<file path="config.mk">
export PLATFORM = sky130hd
export DESIGN_NAME = imem_loader
export DESIGN_NICKNAME = d
export VERILOG_FILES = /design/src/rtl/imem_loader_pkg.sv /design/src/rtl/imem_loader.sv
export SDC_FILE = /design/constraint.sdc
export NUM_CORES = 1
export LEC_CHECK = 0
export CAP_MARGIN = 20
export CORE_MARGIN = 1
export CORE_UTILIZATION = 49
export CTS_CLUSTER_DIAMETER = 150
export DETAILED_ROUTE_END_ITERATION = 6
export PLACE_DENSITY = 0.83
export SLEW_MARGIN = 20
export SYNTH_ARGS = -nofsm -noshare
export SYNTH_HDL_FRONTEND = slang
export SYNTH_SLANG_ARGS = --single-unit
</file>
<file path="constraint.sdc">
create_clock -name clk -period 3.98 [get_ports clk]
set_input_delay 0.796 -clock clk [delete_from_list [all_inputs] [get_ports clk]]
set_output_delay 0.796 -clock clk [all_outputs]
set_load 0.005 [all_outputs]
</file>
<file path="src/rtl/imem_loader_pkg.sv">
// Shared types and constants for the boot-time instruction memory loader.
package imem_loader_pkg;

    typedef enum logic [2:0] {
        S_LEN,
        S_LOAD,
        S_CHK,
        S_DONE,
        S_ERR
    } loader_state_t;

    localparam int WORD_BYTES = 4;

endpackage

</file>
<file path="src/rtl/imem_loader.sv">
// Boot loader: length-prefixed word stream -> instruction memory, holds the core until done.
// Optional trailing XOR checksum word when IMEM_LOADER_CHKSUM_EN is defined.
module imem_loader
    import imem_loader_pkg::*;
#(
    parameter int DEPTH = 256,
    parameter int CNT_W = $clog2(DEPTH + 1)
) (
    input  logic        clk,
    input  logic        reset,
    input  logic        s_valid,
    input  logic [31:0] s_data,
    output logic        s_ready,
    output logic        imem_we,
    output logic [31:0] imem_addr,
    output logic [31:0] imem_wdata,
    output logic        cpu_hold,
    output logic        done,
    output logic        err
);

`ifdef IMEM_LOADER_CHKSUM_EN
    localparam loader_state_t DATA_END = S_CHK;
`else
    localparam loader_state_t DATA_END = S_DONE;
`endif

    loader_state_t    state;
    loader_state_t    state_next;
    logic [CNT_W-1:0] cnt;
    logic [CNT_W-1:0] len;
    logic             handshake;
    logic             len_zero;
    logic             len_over;
    logic             last_word;

`ifdef IMEM_LOADER_CHKSUM_EN
    logic [31:0]      chk_acc;
`endif

    assign handshake = s_valid && s_ready;
    assign len_zero  = (s_data == 32'd0);
    // Full 32-bit compare so set bits above CNT_W also count as oversize.
    assign len_over  = (s_data > 32'(DEPTH));
    assign last_word = (cnt == len - CNT_W'(1));

    // Status outputs are gated by reset so they read inactive for the whole reset window.
    assign s_ready  = reset && ((state == S_LEN) || (state == S_LOAD) || (state == S_CHK));
    assign done     = reset && (state == S_DONE);
    assign err      = reset && (state == S_ERR);
    assign cpu_hold = !done;

    always_ff @(posedge clk) begin
        if (!reset) begin
            state <= S_LEN;
        end else begin
            state <= state_next;
        end
    end

    always_comb begin
        state_next = state;
        case (state)
            S_LEN: begin
                if (handshake) begin
                    if (len_over) begin
                        state_next = S_ERR;
                    end else if (len_zero) begin
                        state_next = DATA_END;
                    end else begin
                        state_next = S_LOAD;
                    end
                end
            end
            S_LOAD: begin
                if (handshake && last_word) begin
                    state_next = DATA_END;
                end
            end
`ifdef IMEM_LOADER_CHKSUM_EN
            S_CHK: begin
                if (handshake) begin
                    state_next = (s_data == chk_acc) ? S_DONE : S_ERR;
                end
            end
`endif
            S_DONE:  state_next = S_DONE;
            S_ERR:   state_next = S_ERR;
            default: state_next = S_ERR;
        endcase
    end

    always_ff @(posedge clk) begin
        if (!reset) begin
            cnt        <= '0;
            len        <= '0;
            imem_we    <= 1'b0;
            imem_addr  <= 32'd0;
            imem_wdata <= 32'd0;
`ifdef IMEM_LOADER_CHKSUM_EN
            chk_acc    <= 32'd0;
`endif
        end else begin
            imem_we <= 1'b0;
            if (handshake && (state == S_LEN)) begin
                len <= s_data[CNT_W-1:0];
                cnt <= '0;
`ifdef IMEM_LOADER_CHKSUM_EN
                chk_acc <= s_data;
`endif
            end
            if (handshake && (state == S_LOAD)) begin
                imem_we    <= 1'b1;
                imem_addr  <= 32'(cnt) * WORD_BYTES;
                imem_wdata <= s_data;
                cnt        <= cnt + CNT_W'(1);
`ifdef IMEM_LOADER_CHKSUM_EN
                chk_acc <= chk_acc ^ s_data;
`endif
            end
        end
    end

endmodule
</file>
==> out/qor.csv <==
stage;metric;value;unit
run_status;status;finished, final reports clean;
routing;routed vias/inst;5.13;
worst_setup_path;FF-to-FF Start;state[2]$_SDFFE_PN0P_;
logic_synthesis;synth warn;0;
power;internal power;1000;uW
logic_synthesis;#FFs+latches synth;63;
power;Clock power frac;41.8;%
die;Die Span X;80.7;um
finish;fraction of layout cells with a size suffix above 1;6.12;%
routing;First-pass DRT Iterations;4;
logic_synthesis;Async S/R FF share, synth;0;%
finish;Fill cells;494;
logic_synthesis;Syn Inst Count;361;
worst_setup_path;worst path required time;3.18;ns
finish;Register Area;1260;um2
power;static leakage;0.00148;uW
timing;Setup Skew;0.00784;ns
routing;post-route ant nets;0;
worst_setup_path;CP most frequent cell;clkdlybuf4s50_1;
worst_setup_path;last element of the critical path;err;
timing;minimum clock period after layout;3.08;ns
place;Cells after DPL;500;
hold_path;Hold Startpoint;imem_wdata[29]$_SDFFE_PN0P_;
power;Power Dens Cells;324;nW/um2
logic_synthesis;part of the Yosys area used for sequential elements;41.6;%
finish;final instance area;3990;um2
logic_synthesis;syn_area_per_cell;8.40;um2
die;# IOs;104;
logic_synthesis;post-synth cell types;48;
place;Placed Instance Area;3800;um2
worst_setup_path;CP Cell Sequence;clkdlybuf4s50_1 -> buf_4 -> nand2_1 -> nor3_1 -> clkdlybuf4s50_1;
timing;maximum clock rate;324;MHz
global_routing;GRT Total Usage;23.7;%
timing;Fin. Hold Viols;0;
worst_setup_path;Levels on crit path;5;
routing;wirelength, routed;7090;um
clock_network;Root Buffer;clkbuf_8;
global_routing;total gr overflow;0;
finish;ANT cells;0;
worst_setup_path;cells on worst reg2reg path;6;
place;dpl hpwl;5100;um
power;Net Switching;293;uW
worst_setup_path;CP Launch Point;reset;
timing;final worst-path cycle share;77.5;%
logic_synthesis;top_reg_cell synth;dfxtp_1;
timing;Final Max Slew Viols;0;
power;peak supply drop;0.216;mV
power;Reg power frac;49.5;%
die;row count;28;
worst_setup_path;kind of critical path;primary input to primary output;
finish;Finished Layout Cells;516;
clock_network;CTS tree;done;
timing;RSZ-0062 raised after global routing;no;
die;Initial Util;50.9;%
routing;DRC Markers;0;
worst_setup_path;max incr delay on CP;0.53;ns
finish;area occupied by multi-input gates;1590;um2
job;# Max-Cap Violations;0;
worst_setup_path;Worst path top cell family by delay;buffers and inverters;
place;Final Wtd Congestion;0.830;
hold_path;hold crit path type;register to register;
clock_network;Post-CTS Setup Repair Bufs;0;
global_routing;first-pass GRT wire length;11600;um
global_routing;vias in the first global route;2518;
worst_setup_path;crit path max fanout;26;
power;logic gate share of total power;8.7;%
timing;Slew headroom;48.0;%
power;switch share;22.7;%
worst_setup_path;crit path DAT;2.29;ns
worst_setup_path;R2R Setup Slk;1.78;ns
routing;Initial DRC Count;122;
die;die area;6510;um2
clock_network;# hold bufs at CTS;0;
timing;Final setup viols;0;
timing;setup TNS;0;ns
worst_setup_path;CP max-delay cell;clkdlybuf4s50_1;
die;CORE AREA;5960;um2
clock_network;clk slew on worst S/H paths;0.06;ns
clock_network;Max clock buf depth;2;
clock_network;cts repair resizes;0;
finish;area grow syn2layout;31.5;%
logic_synthesis;EDFF count, synth;0;
worst_setup_path;FF-to-FF End;cnt[3]$_SDFFE_PN0P_;
clock_network;clk sinks;63;
worst_setup_path;Crit path buffers/inverters;3;
worst_setup_path;crit path launch type;primary input;
clock_network;Clk Latency, worst-skew pair;0.34;ns
place;IO Port Bufs;80;
clock_network;H-tree levels;3;
timing;Worst-Margin Slew;0.779;ns
clock_network;CTS Buf Count;9;
routing;vias;2646;
worst_setup_path;CP Capture Type;primary output;
die;Die Ht;80.7;um
routing;WL per Instance;13.7;um
logic_synthesis;mapped cell area;3030;um2
global_routing;pin count of the biggest net entering global routing;48;
finish;Layout Nets;473;
global_routing;initial antenna violation count;0;
synth_stat cells, types with 3 or more instances:
master	instances	area, um2
nand2_1	95	357
dfxtp_1	63	1260
a21boi_1	42	315
buf_4	23	173
clkbuf_1	13	48.8
nor2b_1	13	81.3
mux2i_1	12	120
nor2_1	11	41.3
nor4_1	7	43.8
nand3_1	6	30.0
xnor2_1	6	52.6
and2_1	5	31.3
buf_1	5	18.8
o21ai_1	5	25.0
inv_1	4	15.0
nand4_1	4	25.0
nor3_1	4	20.0
a21oi_1	3	15.0
cells in the final DEF (no fill, tap or decap), types with 3 or more instances in the layout:
master and instances:
a21boi_1 42, a21oi_1 3, and2_1 5, buf_4 5, clkbuf_8 10, clkdlybuf4s50_1 80, clkinv_2 3, conb_1 23
dfxtp_1 63, inv_1 4, mux2i_1 12, nand2_1 95, nand3_1 6, nand4_1 4, nor2_1 11, nor2b_1 13
nor3_1 4, nor4_1 7, o21ai_1 5, xnor2_1 6
worst min path at each step:
stage / to / slack (ns) / cells past startpoint
after detailed placement: imem_wdata[26]$_SDFFE_PN0P_ / 0.45 / 2
after CTS: imem_wdata[26]$_SDFFE_PN0P_ / 0.45 / 2
after global placement: imem_wdata[14]$_SDFFE_PN0P_ / 0.44 / 2
after global routing: imem_addr[6]$_SDFFE_PN0P_ / 0.47 / 2
final: imem_wdata[29]$_SDFFE_PN0P_ / 0.45 / 2
after floorplan: imem_addr[10]$_SDFFE_PN0P_ / 0.45 / 2
registers in the layout (all words and copies together) (netlist names):
name / cells
state: 3
imem_wdata: 32
cnt: 9
len: 9
imem_addr: 9
imem_we: 1
layer usage:
layer / share of wire, % / GRT usage, % / up-vias
li1: - / - / 1314
met1: 45 / 29.0 / 1251
met2: 49 / 38.8 / 65
met3: 3.8 / 6.48 / 16
met4: 2.4 / 10.2 / 0
met5: 0 / 0 / -
worst min-delay path, stage by stage, from the launching register on:
cell and delay, ns:
dfxtp_1 0.31, nand2_1 0.05, a21boi_1 0.05
area by class of cell:
type	instances	area share, %
sequential	63	31.6
multi-input combinational	272	39.8
inverter	5	0.471
clock inverter	4	1.13
timing repair buffer	85	21.0
clock buffer	12	3.64
tap	75	2.35
kinds of logic (layout without fill, tap and decap cells):
logic type,Yosys count,in the layout,synth area share (%)
flip-flops,63,63,41.6
other,1,23,0.124
adder cells (fa/ha/maj),2,2,0.825
multiplexers,12,12,3.96
XOR/XNOR,9,9,3.22
AND/OR/NAND/NOR,159,159,24.4
buffers and inverters,48,106,8.87
AO/OA/AOI/OAI,67,67,17.0
power by group through the flow:
| stage | Clock [uW] | Combinational, uW | Sequential (uW) |
|---|---|---|---|
| finish | 541 | 112 | 641 |
| global route | 579 | 123 | 641 |
| CTS | 550 | 112 | 640 |
| detailed placement | 0 | 111 | 654 |
| global placement | 0 | 109 | 654 |
| floorplan | 0 | 74.4 | 653 |
through the flow:
step	power (uW)	setup WS, ns	hold slack, ns	utilization [%]
2_1_floorplan	727	1.80	0.451	-
3_3_place_gp	764	0.907	0.441	63.8
3_5_place_dp	766	0.883	0.446	63.8
4_1_cts	1300	0.881	0.454	67.0
5_1_grt	1340	0.809	0.472	67.0
6_report	1290	0.896	0.453	67.0
Note: power is estimated with default switching activity, not from simulation.
